<file path="src/rtl/trap_controller_if.sv">
// CSR file port bundle between the trap sequencer (master) and the CSR file (slave).
interface trap_controller_if #(
  parameter int XLEN = 32
);
  logic            csr_write_enable;
  logic [11:0]     csr_trap_address;
  logic [XLEN-1:0] csr_trap_write_data;
  logic [XLEN-1:0] csr_read_data;
  logic            csr_ready;

  modport master (
    output csr_write_enable, csr_trap_address, csr_trap_write_data,
    input  csr_read_data, csr_ready
  );

  modport slave (
    input  csr_write_enable, csr_trap_address, csr_trap_write_data,
    output csr_read_data, csr_ready
  );
endinterface

</file>
<file path="src/rtl/trap_controller.sv">
// Trap/return sequencer: writes mepc/mcause, reads mtvec/mepc, redirects the PC.
// Optional feature macro: DEBUG_EBREAK_EN (EBREAK halts into debug mode instead of trapping).
module trap_controller #(
  parameter int XLEN = 32
) (
  input  logic            clk,
  input  logic            reset,
  input  logic [2:0]      trap_status,
  input  logic [XLEN-1:0] pc,
  input  logic            debug_resume,
  trap_controller_if.master csr,
  output logic [XLEN-1:0] trap_target,
  output logic            trap_done,
  output logic            pc_stall,
  output logic            debug_mode
);

  localparam logic [2:0]  TS_NONE    = 3'b000;
  localparam logic [2:0]  TS_EBREAK  = 3'b010;
  localparam logic [2:0]  TS_MRET    = 3'b011;
  localparam logic [11:0] ADDR_MTVEC = 12'h305;
  localparam logic [11:0] ADDR_MEPC  = 12'h341;
  localparam logic [11:0] ADDR_MCAUSE = 12'h342;

  typedef enum logic [3:0] {
    IDLE, WR_MEPC, GAP0, WR_MCAUSE, GAP1, RD_MTVEC, RD_MEPC, HALT, DONE
  } state_t;

  function automatic logic [3:0] cause_code(input logic [2:0] status);
    case (status)
      3'b001:  cause_code = 4'd11;
      3'b010:  cause_code = 4'd3;
      3'b100:  cause_code = 4'd0;
      3'b101:  cause_code = 4'd6;
      3'b110:  cause_code = 4'd4;
      3'b111:  cause_code = 4'd2;
      default: cause_code = 4'd0;
    endcase
  endfunction

  state_t          state_r, state_nxt;
  logic [XLEN-1:0] pc_r;
  logic [3:0]      cause_r;
  logic            read_wait_r;
  logic            capture_s;
  logic            we_nxt, done_nxt, debug_nxt;
  logic [11:0]     addr_nxt;
  logic [XLEN-1:0] wdata_nxt, target_nxt;

  // read_wait keeps the first cycle of a read state from capturing stale data
  assign capture_s = (state_r == RD_MTVEC || state_r == RD_MEPC) && read_wait_r && csr.csr_ready;
  assign pc_stall  = (state_r == IDLE) ? (trap_status != TS_NONE) : (state_r != DONE);

`ifdef DEBUG_EBREAK_EN
  logic [1:0] unused_bits;
  assign unused_bits = csr.csr_read_data[1:0];
`else
  logic [XLEN+2:0] unused_bits;
  assign unused_bits = {debug_resume, pc_r, csr.csr_read_data[1:0]};
`endif

  // state register plus latched pc/cause and the read handshake flag
  always_ff @(posedge clk) begin
    if (reset) begin
      state_r     <= IDLE;
      pc_r        <= {XLEN{1'b0}};
      cause_r     <= 4'd0;
      read_wait_r <= 1'b0;
    end else begin
      state_r     <= state_nxt;
      read_wait_r <= (state_r == RD_MTVEC || state_r == RD_MEPC) && !capture_s;
      if (state_r == IDLE && (state_nxt == WR_MEPC || state_nxt == HALT)) begin
        pc_r    <= pc;
        cause_r <= cause_code(trap_status);
      end else begin
        pc_r    <= pc_r;
        cause_r <= cause_r;
      end
    end
  end

  // next-state decode
  always_comb begin
    state_nxt = state_r;
    case (state_r)
      IDLE: begin
        if (trap_status == TS_NONE) state_nxt = IDLE;
        else if (trap_status == TS_MRET) state_nxt = RD_MEPC;
`ifdef DEBUG_EBREAK_EN
        else if (trap_status == TS_EBREAK) state_nxt = HALT;
`endif
        else state_nxt = WR_MEPC;
      end
      WR_MEPC:   state_nxt = GAP0;
      GAP0:      state_nxt = WR_MCAUSE;
      WR_MCAUSE: state_nxt = GAP1;
      GAP1:      state_nxt = RD_MTVEC;
      RD_MTVEC, RD_MEPC: begin
        if (capture_s) state_nxt = DONE;
        else state_nxt = state_r;
      end
`ifdef DEBUG_EBREAK_EN
      HALT: begin
        if (debug_resume) state_nxt = DONE;
        else state_nxt = HALT;
      end
`else
      HALT:      state_nxt = IDLE;
`endif
      DONE:      state_nxt = IDLE;
      default:   state_nxt = IDLE;
    endcase
  end

  // output values for the coming state; gaps drop the enable so each write sees a rising edge
  always_comb begin
    we_nxt = (state_nxt == WR_MEPC) || (state_nxt == WR_MCAUSE);
    case (state_nxt)
      WR_MEPC, RD_MEPC: addr_nxt = ADDR_MEPC;
      WR_MCAUSE:        addr_nxt = ADDR_MCAUSE;
      RD_MTVEC:         addr_nxt = ADDR_MTVEC;
      default:          addr_nxt = 12'h000;
    endcase
    case (state_nxt)
      WR_MEPC:   wdata_nxt = pc;
      WR_MCAUSE: wdata_nxt = {{(XLEN-4){1'b0}}, cause_r};
      default:   wdata_nxt = {XLEN{1'b0}};
    endcase
    if (capture_s) begin
      target_nxt = {csr.csr_read_data[XLEN-1:2], 2'b00};
`ifdef DEBUG_EBREAK_EN
    end else if (state_r == HALT && debug_resume) begin
      target_nxt = pc_r + XLEN'(4);
`endif
    end else begin
      target_nxt = trap_target;
    end
    done_nxt = (state_nxt == DONE);
`ifdef DEBUG_EBREAK_EN
    debug_nxt = (state_nxt == HALT);
`else
    debug_nxt = 1'b0;
`endif
  end

  // registered outputs
  always_ff @(posedge clk) begin
    if (reset) begin
      csr.csr_write_enable    <= 1'b0;
      csr.csr_trap_address    <= 12'h000;
      csr.csr_trap_write_data <= {XLEN{1'b0}};
      trap_target             <= {XLEN{1'b0}};
      trap_done               <= 1'b0;
      debug_mode              <= 1'b0;
    end else begin
      csr.csr_write_enable    <= we_nxt;
      csr.csr_trap_address    <= addr_nxt;
      csr.csr_trap_write_data <= wdata_nxt;
      trap_target             <= target_nxt;
      trap_done               <= done_nxt;
      debug_mode              <= debug_nxt;
    end
  end

endmodule

</file>
<file path="src/flat_wrapper.sv">
// flat-port wrapper written by rule: the top's interface ports become plain ports
module trap_controller_flat 
#(
  parameter int XLEN = 32
)
  (clk, reset, trap_status, pc, debug_resume, trap_target, trap_done, pc_stall, debug_mode, csr_csr_write_enable, csr_csr_trap_address, csr_csr_trap_write_data, csr_csr_read_data, csr_csr_ready);
  trap_controller_if #(.XLEN(XLEN)) csr_i ();
  input  logic clk;
  input  logic reset;
  input  logic [2:0] trap_status;
  input  logic [XLEN-1:0] pc;
  input  logic debug_resume;
  output logic [XLEN-1:0] trap_target;
  output logic trap_done;
  output logic pc_stall;
  output logic debug_mode;
  output wire logic [$bits(csr_i.csr_write_enable)-1:0] csr_csr_write_enable;
  output wire logic [$bits(csr_i.csr_trap_address)-1:0] csr_csr_trap_address;
  output wire logic [$bits(csr_i.csr_trap_write_data)-1:0] csr_csr_trap_write_data;
  input wire logic [$bits(csr_i.csr_read_data)-1:0] csr_csr_read_data;
  input wire logic [$bits(csr_i.csr_ready)-1:0] csr_csr_ready;
  assign csr_csr_write_enable = csr_i.csr_write_enable;
  assign csr_csr_trap_address = csr_i.csr_trap_address;
  assign csr_csr_trap_write_data = csr_i.csr_trap_write_data;
  assign csr_i.csr_read_data = csr_csr_read_data;
  assign csr_i.csr_ready = csr_csr_ready;
  trap_controller #(.XLEN(XLEN)) u_core (.clk(clk), .reset(reset), .trap_status(trap_status), .pc(pc), .debug_resume(debug_resume), .csr(csr_i), .trap_target(trap_target), .trap_done(trap_done), .pc_stall(pc_stall), .debug_mode(debug_mode));
endmodule
</file>
<file path="config.mk">
export PLATFORM = sky130hd
export DESIGN_NAME = trap_controller_flat
export DESIGN_NICKNAME = d
export VERILOG_FILES = /design/src/rtl/trap_controller_if.sv /design/src/rtl/trap_controller.sv /design/src/flat_wrapper.sv
export SDC_FILE = /design/constraint.sdc
export NUM_CORES = 1
export LEC_CHECK = 0
export ABC_AREA = 1
export ABC_CLOCK_PERIOD_IN_PS = 2860
export CAP_MARGIN = 10
export CORE_ASPECT_RATIO = 1.75
export CORE_UTILIZATION = 41
export DETAILED_ROUTE_END_ITERATION = 12
export GPL_TIMING_DRIVEN = 0
export PLACE_DENSITY = 0.84
export SLEW_MARGIN = 10
export SYNTH_ARGS = -nofsm -noshare
export SYNTH_HDL_FRONTEND = slang
export SYNTH_SLANG_ARGS = --single-unit
</file>
<file path="constraint.sdc">
create_clock -name clk -period 2.86 [get_ports clk]
set_input_delay 0.286 -clock clk [delete_from_list [all_inputs] [get_ports clk]]
set_output_delay 0.286 -clock clk [all_outputs]
set_load 0.01 [all_outputs]
</file>
* After elaboration in Yosys (flattened, before gate mapping)
Index checks and enable logic that the tools add are counted.
** Cells by class
- Equal/unequal tests :: 19
- Multiplexer cells :: 8
- Reduce and logical (&&, ||, !) cells :: 13
** Operators by type and width (number)
- $pmux 32 s2 :: 1
- $pmux 10 s3 :: 1
- $eq 4x3->1 const B :: 6
- $pmux 4 s6 :: 1
- $pmux 4 s5 :: 1
- $eq 4x2->1 const B :: 3
- $eq 3x3->1 const B :: 3
- $eq 4x1->1 const B :: 2
- $mux 4 :: 2
- $eq 3x2->1 const B :: 2
- $eq 4x4->1 const B :: 1
- $logic_and 1x1->1 :: 4
- $logic_not 4->1 :: 1
- $ne 4x4->1 const B :: 1
- $reduce_or 2->1 :: 2
- $eq 3x1->1 const B :: 1
- $logic_not 3->1 :: 1
- $logic_or 1x1->1 :: 3
- $mux 3 :: 1
- $reduce_bool 3->1 :: 1
- $logic_not 1->1 :: 1
- $mux 1 :: 1
** Storage, ports and cells
- Register bits :: 85
- Input bits :: 71
- Logic and storage cells :: 48

* Depth between registers and ports, before layout
- Depth after elaboration :: 9
- Mapped depth :: 9

* Worst setup path before layout
No wires, ideal clock.
- Kind :: register to register
- Start point :: reg u_core.state_r[1]
- End point :: reg u_core.trap_target[10]
- Setup time :: 116 ps
- Arrival :: 1092 ps
- Data required time :: 2744 ps
- Slack :: 1652 ps
- Cell stages (with the launch flop) :: 9
- Buffers on the path :: 1
- Cell sequence :: dfxtp_1 > inv_2 > nand2_2 > nand2_1 > nor3_4 > inv_2 > buf_2 > nor2_1 > nor2_1
** On the way
- Word-level cells in the longest chain between the ends :: 4
- Elaborated cells between the ends (all ways) :: 5
- Classes of those cells :: 2 x eq/ne; 3 x reduce/logical
** RTL lines
- start: declaration :: RTL line trap_controller.sv:41 : state_t state_r, state_nxt;
- start signal: assignment :: RTL line trap_controller.sv:70 : state_r <= state_nxt;
- $eq 4x3->1 :: RTL line trap_controller.sv:51 : assign capture_s = (state_r == RD_MTVEC || state_r == RD_MEPC) && read_wait_r && csr.csr_ready;
- $logic_or 1x1->1 * :: RTL line trap_controller.sv:51
- $logic_and 1x1->1 * (2 in series) :: RTL line trap_controller.sv:51
- end signal: assignment :: RTL line trap_controller.sv:152 : trap_target <= {XLEN{1'b0}};
- end signal: assignment :: RTL line trap_controller.sv:159 : trap_target <= target_nxt;
- end: declaration :: RTL line trap_controller.sv:12 : output logic [XLEN-1:0] trap_target,
Every way passes the cells marked *; elsewhere a longest branch is shown, timed or not.
A chain may end at the register's enable or synchronous reset.

* Worst setup path after layout
- Start point :: reg u_core.state_r[1]
- End point :: out pc_stall
** On the way
- Word-level cells in the longest chain between the ends :: 2
- Elaborated cells between the ends (all ways) :: 3
- Classes of those cells :: 1 x eq/ne; 1 x mux; 1 x reduce/logical
** RTL lines
- $ne 4x4->1 / $logic_not 4->1 (equally long branches) :: RTL line trap_controller.sv:52 : assign pc_stall = (state_r == IDLE) ? (trap_status != TS_NONE) : (state_r != DONE);
- $mux 1 * :: RTL line trap_controller.sv:52
- end: declaration :: RTL line flat_wrapper.sv:15 : output logic pc_stall;
Marked as above.

==> flow_summary.html <==
<table>
<tr><th>Metric</th><th>Value</th></tr>
<tr><th colspan="2">Floorplan</th></tr>
<tr><td>FP Rows</td><td>39</td></tr>
<tr><td>DIE HEIGHT</td><td>110 um</td></tr>
<tr><td>Die width</td><td>63.8 um</td></tr>
<tr><td>Area inside the core boundary</td><td>around 6500 um^2</td></tr>
<tr><td>Number of placed I/O pins</td><td>151</td></tr>
<tr><td>Initial Util</td><td>a little over two fifths</td></tr>
<tr><td>Area enclosed by the die boundary</td><td>roughly 7000 um^2</td></tr>
<tr><th colspan="2">Min path</th></tr>
<tr><td>Startpoint of the worst hold path</td><td>reset</td></tr>
<tr><td>HP Class</td><td>in2reg</td></tr>
<tr><th colspan="2">Layout</th></tr>
<tr><td>Area taken by multi-input logic gates</td><td>965 um^2</td></tr>
<tr><td># fillers</td><td>528</td></tr>
<tr><td>Post-layout util</td><td>a little over two thirds</td></tr>
<tr><td>Most common library cell in the layout ignoring fill and taps</td><td>clkdlybuf4s50_1</td></tr>
<tr><td>Fraction of final layout cells with drive strength greater than 1</td><td>between 8 and 9%</td></tr>
<tr><td>Diodes inserted</td><td>0</td></tr>
<tr><td>Layout overhead on the synthesized area</td><td>66.5%</td></tr>
<tr><td>Combined flip-flop and latch cell area</td><td>1560 um^2</td></tr>
<tr><td>Most used cells in the layout excluding fill and tap cells</td><td>clkdlybuf4s50_1 (137), nor2_1 (103), dfxtp_1 (78), nand2_1 (47), o21ai_0 (28)</td></tr>
<tr><td>Final net count</td><td>569</td></tr>
<tr><th colspan="2">Setup path</th></tr>
<tr><td>Capture point of the worst reg-to-reg path</td><td>u_core.trap_target[12]</td></tr>
<tr><td>Register-to-register setup slack</td><td>1.42 ns</td></tr>
<tr><td>Worst r2r path cells</td><td>8</td></tr>
<tr><td>Data arrival time of the critical path</td><td>1.77 ns</td></tr>
<tr><td>Reg-to-reg startpoint</td><td>u_core.state_r[1]</td></tr>
<tr><td>Critical Path Sink</td><td>pc_stall</td></tr>
<tr><td>CP Max Fanout</td><td>5</td></tr>
<tr><td>Worst Setup SP</td><td>u_core.state_r[1]</td></tr>
<tr><td>Start-to-end type of the worst setup path</td><td>reg2out</td></tr>
<tr><td>Worst setup EP type</td><td>output port</td></tr>
<tr><td>WP data required</td><td>2.57 ns</td></tr>
<tr><td>Critical Path Source Type</td><td>register</td></tr>
<tr><th colspan="2">Clock tree</th></tr>
<tr><td>CTS clock-pin slew for the worst setup and hold paths</td><td>about 0.050 ns</td></tr>
<tr><td>H-tree depth</td><td>3</td></tr>
<tr><td>Buffer count from post-CTS setup fixing</td><td>0</td></tr>
<tr><td>Clock Sinks</td><td>just under 80</td></tr>
<tr><td>Buffer depth of the longest clock path</td><td>2</td></tr>
<tr><td>Root buffer cell</td><td>clkbuf_16</td></tr>
<tr><td>CTS tree</td><td>done</td></tr>
<tr><td>Worst-skew pair later-pin latency</td><td>0.33 ns</td></tr>
<tr><td>Inserted Clock Buffers</td><td>9</td></tr>
<tr><td>Cts-stage hold buffer count</td><td>0</td></tr>
<tr><td>Number of gates resized after cts</td><td>0</td></tr>
<tr><th colspan="2">Synth</th></tr>
<tr><td>Number of warnings issued by yosys</td><td>0</td></tr>
<tr><td>Mean area per synthesized cell</td><td>about 8.0 um^2</td></tr>
<tr><td>Total standard cell area after synthesis</td><td>2740 um^2</td></tr>
<tr><td>Total of flip-flops plus latches after synthesis</td><td>78</td></tr>
<tr><td>Sequential share of the synthesized area</td><td>57.0%</td></tr>
<tr><td>Cell count after synthesis</td><td>around 340</td></tr>
<tr><td>Number of different library cells in the post-synthesis netlist</td><td>21</td></tr>
<tr><th colspan="2">Place</th></tr>
<tr><td>Number of port buffers</td><td>about 140</td></tr>
<tr><td>Detailed Place HPWL</td><td>5410 um</td></tr>
<tr><td>Global placer's final weighted congestion</td><td>0.931</td></tr>
<tr><th colspan="2">Run</th></tr>
<tr><td>Maximum capacitance violations</td><td>0</td></tr>
<tr><th colspan="2">STA</th></tr>
<tr><td>Final slew viol count</td><td>0</td></tr>
<tr><td>Min cycle time layout</td><td>roughly 2 ns</td></tr>
<tr><td>Maximum frequency from static timing analysis</td><td>487 MHz</td></tr>
<tr><td>Final hold violation count</td><td>0</td></tr>
<tr><td>RSZ-0062 raised after global routing</td><td>false</td></tr>
<tr><td>Final setup TNS</td><td>0 ns</td></tr>
<tr><td>Number of endpoints failing setup at the final stage</td><td>0</td></tr>
<tr><td>Final clock period utilization by the worst path</td><td>about 72%</td></tr>
<tr><td>Setup skew after layout</td><td>0.00556 ns</td></tr>
<tr><th colspan="2">Drt</th></tr>
<tr><td>Wire length per cell</td><td>12.6 um</td></tr>
<tr><td>Drt initial violations</td><td>129</td></tr>
<tr><td>DR DRC count</td><td>0</td></tr>
<tr><td>DRT Wirelength</td><td>7350 um</td></tr>
<tr><td>Per-cell via count in the routed design</td><td>approximately 4.6</td></tr>
<tr><td>Total iterations of the first detailed-routing run</td><td>4</td></tr>
<tr><td>Remaining antenna violation count</td><td>0</td></tr>
<tr><td>Count of vias placed by the detailed router</td><td>about 2700</td></tr>
<tr><th colspan="2">Run status</th></tr>
<tr><td>Outcome</td><td>finished clean</td></tr>
<tr><th colspan="2">Global routing</th></tr>
<tr><td>Antenna violations before repair</td><td>0</td></tr>
<tr><td>Largest net degree at the start of global routing</td><td>13</td></tr>
<tr><td>Gr usage total</td><td>between 20% and 30%</td></tr>
<tr><td>Overflow left after global routing</td><td>0</td></tr>
<tr><td>First-pass GRT wire length</td><td>around 11000 um</td></tr>
<tr><td>Vias in the first global route</td><td>approximately 2500</td></tr>
<tr><th colspan="2">Pwr</th></tr>
<tr><td>Leakage power summed over all cells</td><td>0.00201 uW</td></tr>
<tr><td>Peak ir drop on the vdd network</td><td>0.000397 V</td></tr>
<tr><td>Total power divided by cell area</td><td>794 nW/um^2</td></tr>
</table>
[state kept, by name, summed over array words and instances, names as in the netlist]
| signal | count |
|---|---|
| u_core.trap_done | 1 |
| u_core.csr.csr_write_enable | 1 |
| u_core.csr.csr_trap_address | 5 |
| u_core.cause_r | 4 |
| u_core.csr.csr_trap_write_data | 32 |
| u_core.read_wait_r | 1 |
| u_core.trap_target | 30 |
| u_core.state_r | 4 |
[cells by family (layout without fill, tap and decap cells)]
family | Yosys count | in the layout | synth area share [%]
DFF | 78 | 78 | 57.0
AOI/OAI and AO/OA | 44 | 44 | 8.31
and+or+nand+nor | 173 | 173 | 25.7
buffers and inverters | 46 | 199 | 8.86
other | 1 | 9 | 0.137
[Yosys cell counts]
library cell,count,area share [%]
buf_6,3,1.2
nand3_1,13,2.4
nor2_1,103,14
nor3_1,1,0.18
inv_2,4,0.55
buf_2,8,1.5
conb_1,1,0.14
nand2_1,47,6.4
nand3_2,1,0.37
o21ai_1,8,1.5
dfxtp_1,78,57
nor2_2,2,0.46
nand2_2,2,0.46
o21ai_0,28,5.1
a21oi_1,5,0.91
clkbuf_1,7,0.96
inv_1,14,1.9
buf_4,10,2.7
nor3_4,1,0.59
a22oi_1,3,0.82
nand4_1,3,0.69
[critical path: stages, from the launching register on]
cell and delay [ns]:
dfxtp_1 0.36, nor2_2 0.21, nand2_2 0.11, inv_2 0.07, nand2_1 0.05, nand3_1 0.08
clkdlybuf4s50_1 0.56
[worst min-delay path by stage]
stage,end,depth (start not counted)
after floorplan,u_core.csr.csr_trap_write_data[10],2
after global placement,u_core.cause_r[0],2
after detailed placement,u_core.cause_r[0],2
after CTS,u_core.csr.csr_trap_write_data[2],2
after global routing,u_core.csr.csr_trap_write_data[1],2
final,u_core.csr.csr_trap_write_data[3],2
[metal layers]
layer	up-vias	track usage, %	part of all wire (%)
met5	-	0	0
met4	0	13.5	3.4
met3	23	4.73	5.0
met2	117	40.8	56
met1	1181	19.8	36
li1	1360	-	-
[stage by stage]
step / area [um^2] / std cells / hold WS [ns] / power [uW] / worst slack, ns
6_report: 4560 / 585 / 0.281 / 3620 / 0.805
5_1_grt: 4560 / 585 / 0.284 / 3820 / 0.752
3_3_place_gp: 4240 / 569 / 0.447 / 2410 / 0.857
2_1_floorplan: 2770 / 350 / 0.407 / 1950 / 1.65
4_1_cts: 4560 / 585 / 0.273 / 3640 / 0.820
3_5_place_dp: 4240 / 569 / 0.445 / 2440 / 0.845
[power breakdown]
| group | leakage (uW) | total (uW) | switching (uW) | internal (uW) |
|---|---|---|---|---|
| Sequential | 0.000635 | 1320 | 66.8 | 1260 |
| Combinational | 0.00122 | 1110 | 572 | 534 |
| Clock | 0.000157 | 1190 | 408 | 784 |
| Total | 0.00201 | 3620 | 1050 | 2580 |
[layout make-up]
cell class | count | share of cell area (%)
Buffer | 28 | 3.84
Clock buffer | 12 | 5.41
Clock inverter | 4 | 1.54
Inverter | 18 | 1.48
Multi-Input combinational cell | 226 | 21.2
Sequential cell | 78 | 34.2
Tap cell | 82 | 2.25
Timing Repair Buffer | 137 | 30.1
Power figures use the tool's default switching activity.
